$ cat src/rtl/vreg_agu_pkg.sv
// Shared types and constants for the vector-register AGU arbiter.
package vreg_agu_pkg;

    localparam int NREQ  = 3;
    localparam int VL_W  = 32;
    localparam int GID_W = 2;

    localparam logic [GID_W-1:0] RQ_VS1 = 2'd0;
    localparam logic [GID_W-1:0] RQ_VS2 = 2'd1;
    localparam logic [GID_W-1:0] RQ_VD  = 2'd2;

    typedef enum logic [1:0] {
        S_IDLE  = 2'd0,
        S_ISSUE = 2'd1,
        S_BUSY  = 2'd2
    } state_t;

endpackage

$ cat src/rtl/rr_pick.sv
// Combinational round-robin picker: first requester at or after the pointer, wrapping.
module rr_pick
    import vreg_agu_pkg::*;
#(
    parameter int N = 3
) (
    input  logic [N-1:0]     i_req,
    input  logic [GID_W-1:0] i_ptr,
    output logic [N-1:0]     o_gnt,
    output logic [GID_W-1:0] o_idx,
    output logic             o_any
);

    always_comb begin
        o_gnt = '0;
        o_idx = '0;
        o_any = 1'b0;
        for (int i = 0; i < N; i++) begin
            if (!o_any && i_req[(int'(i_ptr) + i) % N]) begin
                o_any                      = 1'b1;
                o_gnt[(int'(i_ptr) + i) % N] = 1'b1;
                o_idx                      = GID_W'((int'(i_ptr) + i) % N);
            end
        end
    end

endmodule

$ cat src/rtl/vreg_agu_arb.sv
// Round-robin arbiter sharing one AGU among the vs1/vs2/vd burst requesters.
//   state   | meaning
//   S_IDLE  | no owner; pick and latch a requester when any is valid
//   S_ISSUE | agu_req_valid high with latched fields, waiting for agu_req_ready
//   S_BUSY  | burst accepted; responses routed to owner until agu_req_ready returns
module vreg_agu_arb #(
    parameter int NREQ = vreg_agu_pkg::NREQ,
    parameter int VL_W = vreg_agu_pkg::VL_W
) (
    input  logic                 clk,
    input  logic                 rst,
    input  logic [NREQ-1:0]      rq_valid,
    output logic [NREQ-1:0]      rq_ready,
    input  logic [NREQ*VL_W-1:0] rq_vl,
    input  logic [NREQ*5-1:0]    rq_vr,
    input  logic [NREQ-1:0]      rq_masked,
    input  logic [NREQ-1:0]      rq_s_value,
    output logic [NREQ-1:0]      rq_resp_valid,
    input  logic [NREQ-1:0]      rq_resp_ready,
    output logic [NREQ-1:0]      rq_done,
    output logic                 agu_req_valid,
    output logic [VL_W-1:0]      agu_vl,
    output logic [4:0]           agu_vr,
    output logic                 agu_masked,
    output logic                 agu_s_value,
    input  logic                 agu_req_ready,
    input  logic                 agu_resp_valid,
    output logic                 agu_resp_ready,
    output logic [1:0]           grant_id,
    output logic                 busy
);

    import vreg_agu_pkg::*;

    state_t              r_state, w_next;
    logic [GID_W-1:0]    r_ptr, r_grant_id;
    logic [VL_W-1:0]     r_vl;
    logic [4:0]          r_vr;
    logic                r_masked, r_s_value, r_agu_req_valid, r_busy;
    logic [NREQ-1:0]     r_rq_ready, r_rq_done;

    logic [NREQ-1:0]     w_gnt, w_own;
    logic [GID_W-1:0]    w_idx;
    logic                w_any, w_granted;
    logic [VL_W-1:0]     w_vl_arr [NREQ];
    logic [4:0]          w_vr_arr [NREQ];

    for (genvar g = 0; g < NREQ; g++) begin : g_unpack
        assign w_vl_arr[g] = rq_vl[g*VL_W +: VL_W];
        assign w_vr_arr[g] = rq_vr[g*5 +: 5];
    end

    rr_pick #(.N(NREQ)) u_pick (
        .i_req (rq_valid),
        .i_ptr (r_ptr),
        .o_gnt (w_gnt),
        .o_idx (w_idx),
        .o_any (w_any)
    );

    always_comb begin
        w_next = r_state;
        case (r_state)
            S_IDLE:  if (w_any)         w_next = S_ISSUE;
            S_ISSUE: if (agu_req_ready) w_next = S_BUSY;
            S_BUSY:  if (agu_req_ready) w_next = S_IDLE;
            default:                    w_next = S_IDLE;
        endcase
    end

    assign w_own = {{(NREQ-1){1'b0}}, 1'b1} << r_grant_id;

    always_ff @(posedge clk or posedge rst) begin
        if (rst) begin
            r_state         <= S_IDLE;
            r_ptr           <= '0;
            r_grant_id      <= '0;
            r_vl            <= '0;
            r_vr            <= '0;
            r_masked        <= 1'b0;
            r_s_value       <= 1'b0;
            r_agu_req_valid <= 1'b0;
            r_busy          <= 1'b0;
            r_rq_ready      <= '0;
            r_rq_done       <= '0;
        end else begin
            r_state         <= w_next;
            r_agu_req_valid <= (w_next == S_ISSUE);
            r_busy          <= (w_next != S_IDLE);
            r_rq_ready      <= (r_state == S_ISSUE && agu_req_ready) ? w_own : '0;
            r_rq_done       <= (r_state == S_BUSY && agu_req_ready) ? w_own : '0;
            if (r_state == S_IDLE && w_any) begin
                r_grant_id <= w_idx;
                r_vl       <= w_vl_arr[w_idx];
                r_vr       <= w_vr_arr[w_idx];
                r_masked   <= rq_masked[w_idx];
                r_s_value  <= rq_s_value[w_idx];
            end
            if (r_state == S_BUSY && agu_req_ready)
                r_ptr <= (int'(r_grant_id) == NREQ - 1) ? '0 : r_grant_id + 1'b1;
        end
    end

    // Response path is the only combinational route; it follows the owner directly.
    assign w_granted      = (r_state != S_IDLE);
    assign rq_resp_valid  = (w_granted && agu_resp_valid) ? w_own : '0;
    assign agu_resp_ready = w_granted && rq_resp_ready[r_grant_id];

    assign rq_ready      = r_rq_ready;
    assign rq_done       = r_rq_done;
    assign agu_req_valid = r_agu_req_valid;
    assign agu_vl        = r_vl;
    assign agu_vr        = r_vr;
    assign agu_masked    = r_masked;
    assign agu_s_value   = r_s_value;
    assign grant_id      = r_grant_id;
    assign busy          = r_busy;

    logic w_unused;
    assign w_unused = ^w_gnt;

endmodule

$ cat config.mk
export PLATFORM = sky130hd
export DESIGN_NAME = vreg_agu_arb
export DESIGN_NICKNAME = d
export VERILOG_FILES = /design/src/rtl/vreg_agu_pkg.sv /design/src/rtl/rr_pick.sv /design/src/rtl/vreg_agu_arb.sv
export SDC_FILE = /design/constraint.sdc
export NUM_CORES = 1
export LEC_CHECK = 0
export ABC_AREA = 0
export ABC_CLOCK_PERIOD_IN_PS = 2200
export BUFFER_PORTS_ARGS = -buffer_cell sky130_fd_sc_hd__buf_4
export CAP_MARGIN = 30
export CORE_MARGIN = 8
export CORE_UTILIZATION = 42
export CTS_BUF_LIST = sky130_fd_sc_hd__clkbuf_4 sky130_fd_sc_hd__clkbuf_8
export DETAILED_ROUTE_END_ITERATION = 6
export GPL_TIMING_DRIVEN = 0
export PLACE_DENSITY = 0.8
export RECOVER_POWER = 50
export SLEW_MARGIN = 25
export SYNTH_ARGS = -nofsm -noshare
export SYNTH_HDL_FRONTEND = slang
export SYNTH_HIERARCHICAL = 1
export SYNTH_SLANG_ARGS = --single-unit
$ cat constraint.sdc
create_clock -name clk -period 2.2 [get_ports clk]
set_input_delay 0.22 -clock clk [delete_from_list [all_inputs] [get_ports clk]]
set_output_delay 0.22 -clock clk [all_outputs]
set_load 0.05 [all_outputs]
==> qor.yml <==
critical_path:
  timing.critical_path.arrival_ps: 2560
  worstPathBufferInverterCount: 3
  rrSetupSlack_ps: -170
  worst_path_largest_cell_delay_ps: 480
  timing.critical_path.slowest_stage_cell: "sky130_fd_sc_hd__dfrtp_2"
  timing.setup.critical_path_class: "reg -> reg"
  endpoint_kind: "register"
  worstPathCellList: "ha_4 -> buf_6 -> nor2_1 -> o32a_1 -> a21oi_2 -> buf_12 -> clkbuf_16 -> mux2i_1 -> or2_0 -> a31oi_1"
  critical-path-top-delay-family: "compound AO/OA/AOI/OAI gates"
  path_max_fanout: 9
  critPathRequiredTime_ps: 2390
  crit_path_start_kind: "register"
clock_tree:
  tritoncts_num_sinks: 53
  clock_transition_at_path_regs_ps: 100
  cts-buffers-inserted: 5
  ctsHoldBuffers: 0
  cts_tree: "yes"
  cts_root_buf: "sky130_fd_sc_hd__clkbuf_8"
  maximum_level_of_the_cts_h_tree: 2
  clock_latency_ps: 300
  cts.path.max_buffers: 2
timing:
  period_minus_slack_ps: 2368
  worstMarginPinSlew_ps: 1126
  max-slew-margin-rel_pct: 24.81
  unrepaired_setup_endpoints_after_global_routing: "yes"
  number_of_max_slew_violations_in_the_final_report: 0
  timing_hold_violations_final: 0
  postLayoutSetupSlackWorst_ps: -167.9
  clock-skew-final_ps: 5.441
  timing.setup.tns_ps: -3999
  finalSetupViolCount: 40
  fmax_mhz: 422.3
  post-route-period-util_pct: 107.6
  finalHoldWorstSlack_ps: 157.5
drt:
  drtIter0Drc: 89
  drcViolationCount: 0
  post_detailed_route_count_of_antenna_violating_nets: 0
  routed_wl_um: 11050
  routed-via-count: 3291
  avgViaCountPerCell: 5.158
  detailed_router_iteration_count_before_antenna_repair: 4
  detail_route.wl_per_cell_um: 17.32
global_route:
  grt_pass1_wl_um: 16280
  first_global_vias: 3440
  grt_overflow: 0
  antenna_found_initial: 0
  globalRouteTotalUtil_pct: 19.36
  maximum_number_of_pins_on_one_net_before_global_route_repair: 54
layout:
  final_layout_size_suffix_gt1_share_pct: 51.76
  layout.nets: 669
  layout.core_utilization_pct: 72.41
  final_area_um2: 5280
  n_fill_cell: 574
  n_antenna_cell: 0
  area.growth.synth_to_final_pct: 66.21
floorplanning:
  num_io_pins: 180
  die_area_um2: 10600
  num_rows: 31
  die_width_um: 103.0
  initial_core_utilization_pct: 43.57
  placeableCoreArea_um2: 7292
  fp.dieH_um: 103.0
synth:
  postSynthNetCount: 467
  synthCells: 336
  syn_area_um2: 3177
  yosysWarningCount: 6
  syn_area_per_cell_um2: 9.455
run_status:
  outcome: "finished with violations"
  violations: "setup timing"
placed_design:
  port-buffer-count: 179
  place_area_um2: 4647
  place.gp.congestion: 0.8243
  hpwlAfterDp_um: 8231
pwr:
  power-per-cell-area_nw_per_um2: 1800
  power.leakage_nw: 2.409
  peakVddDrop_mv: 0.7416
job:
  cap_violations: 0
hold_path:
  holdCritPathClass: "in -> reg"
-- state kept, by name, summed over array words and instances (netlist names) --
name and cells:
busy 1, rq_ready 3, agu_req_valid 1, agu_s_value 1, agu_vr 5, grant_id 2, agu_masked 1, rq_done 3
r_state 2, r_ptr 2, agu_vl 32
-- stage by stage --
stage / power [mW] / worst slack [ps] / std cells
6_report: 9.502 / -167.9 / 638
5_1_grt: 10.06 / -231.3 / 638
4_1_cts: 8.687 / -127.5 / 631
3_5_place_dp: 7.683 / -555.5 / 614
3_3_place_gp: 7.573 / -461.6 / 614
2_1_floorplan: 6.049 / 30.78 / 336
-- tightest hold or removal path, stage by stage --
cell,delay [ps]
sky130_fd_sc_hd__buf_4,110
sky130_fd_sc_hd__nand2_1,40
sky130_fd_sc_hd__a31oi_1,60
-- cell type report --
class / count / area, µm² / share of cell area [%]
Multi-Input combinational cell: 252 / 1847 / 34.98
Timing Repair Buffer: 198 / 1605 / 30.40
Sequential cell: 53 / 1329 / 25.17
Buffer: 22 / 266.5 / 5.047
Tap cell: 99 / 123.9 / 2.346
Clock buffer: 6 / 76.32 / 1.445
Inverter: 6 / 22.52 / 0.4265
Clock inverter: 2 / 10.01 / 0.1896
-- power by group --
part / internal, mW / leakage (nW) / switching, mW
registers: 1.46 / 0.616 / 0.340
logic: 3.15 / 1.74 / 4.00
clock network: 0.234 / 0.0484 / 0.316
-- cell usage in the layout (no fill, tap or decap), drive strengths merged --
cell / n
a211oi: 1
a21o: 2
a21oi: 5
a22o: 1
a31oi: 38
and2b: 1
buf: 206
clkbuf: 20
clkinv: 2
dfrtp: 53
ha: 4
inv: 6
mux2: 2
mux2i: 43
nand2: 42
nand2b: 8
nand3b: 2
nor2: 48
nor2b: 1
nor3: 4
nor3b: 1
o211ai: 1
o21a: 2
o21ai: 2
o21bai: 1
o221ai: 1
o22ai: 1
o31ai: 1
o32a: 1
or2: 39
-- path summary, 6_finish.rpt --
kind,start,end,cells past startpoint
max in group asynchronous,rst,r_ptr[0],2
hold reg to reg,agu_vl[12],agu_vl[12],2
setup / recovery,r_ptr[1],agu_vl[26],10
hold / removal,rq_vl[86],agu_vl[22],3
min in group asynchronous,rst,agu_vl[7],2
setup reg to reg,r_ptr[1],agu_vl[26],10
-- per-layer routing --
| layer | wire length [µm] | GRT usage [%] | vias up |
|---|---|---|---|
| li1 | - | - | 1554 |
| met1 | 4263 | 21.23 | 1590 |
| met2 | 5664 | 34.94 | 132 |
| met3 | 980 | 6.415 | 15 |
| met4 | 144 | 4.894 | 0 |
| met5 | 0 | 0 | - |
-- repair_timing --
item,in CTS,in global routing
pin swaps,17,30
endpoints found under the setup margin,41,42
gates resized for setup,29,57
setup buffers,9,7
cloned,1,4
Note: power is estimated with default switching activity, not from simulation.
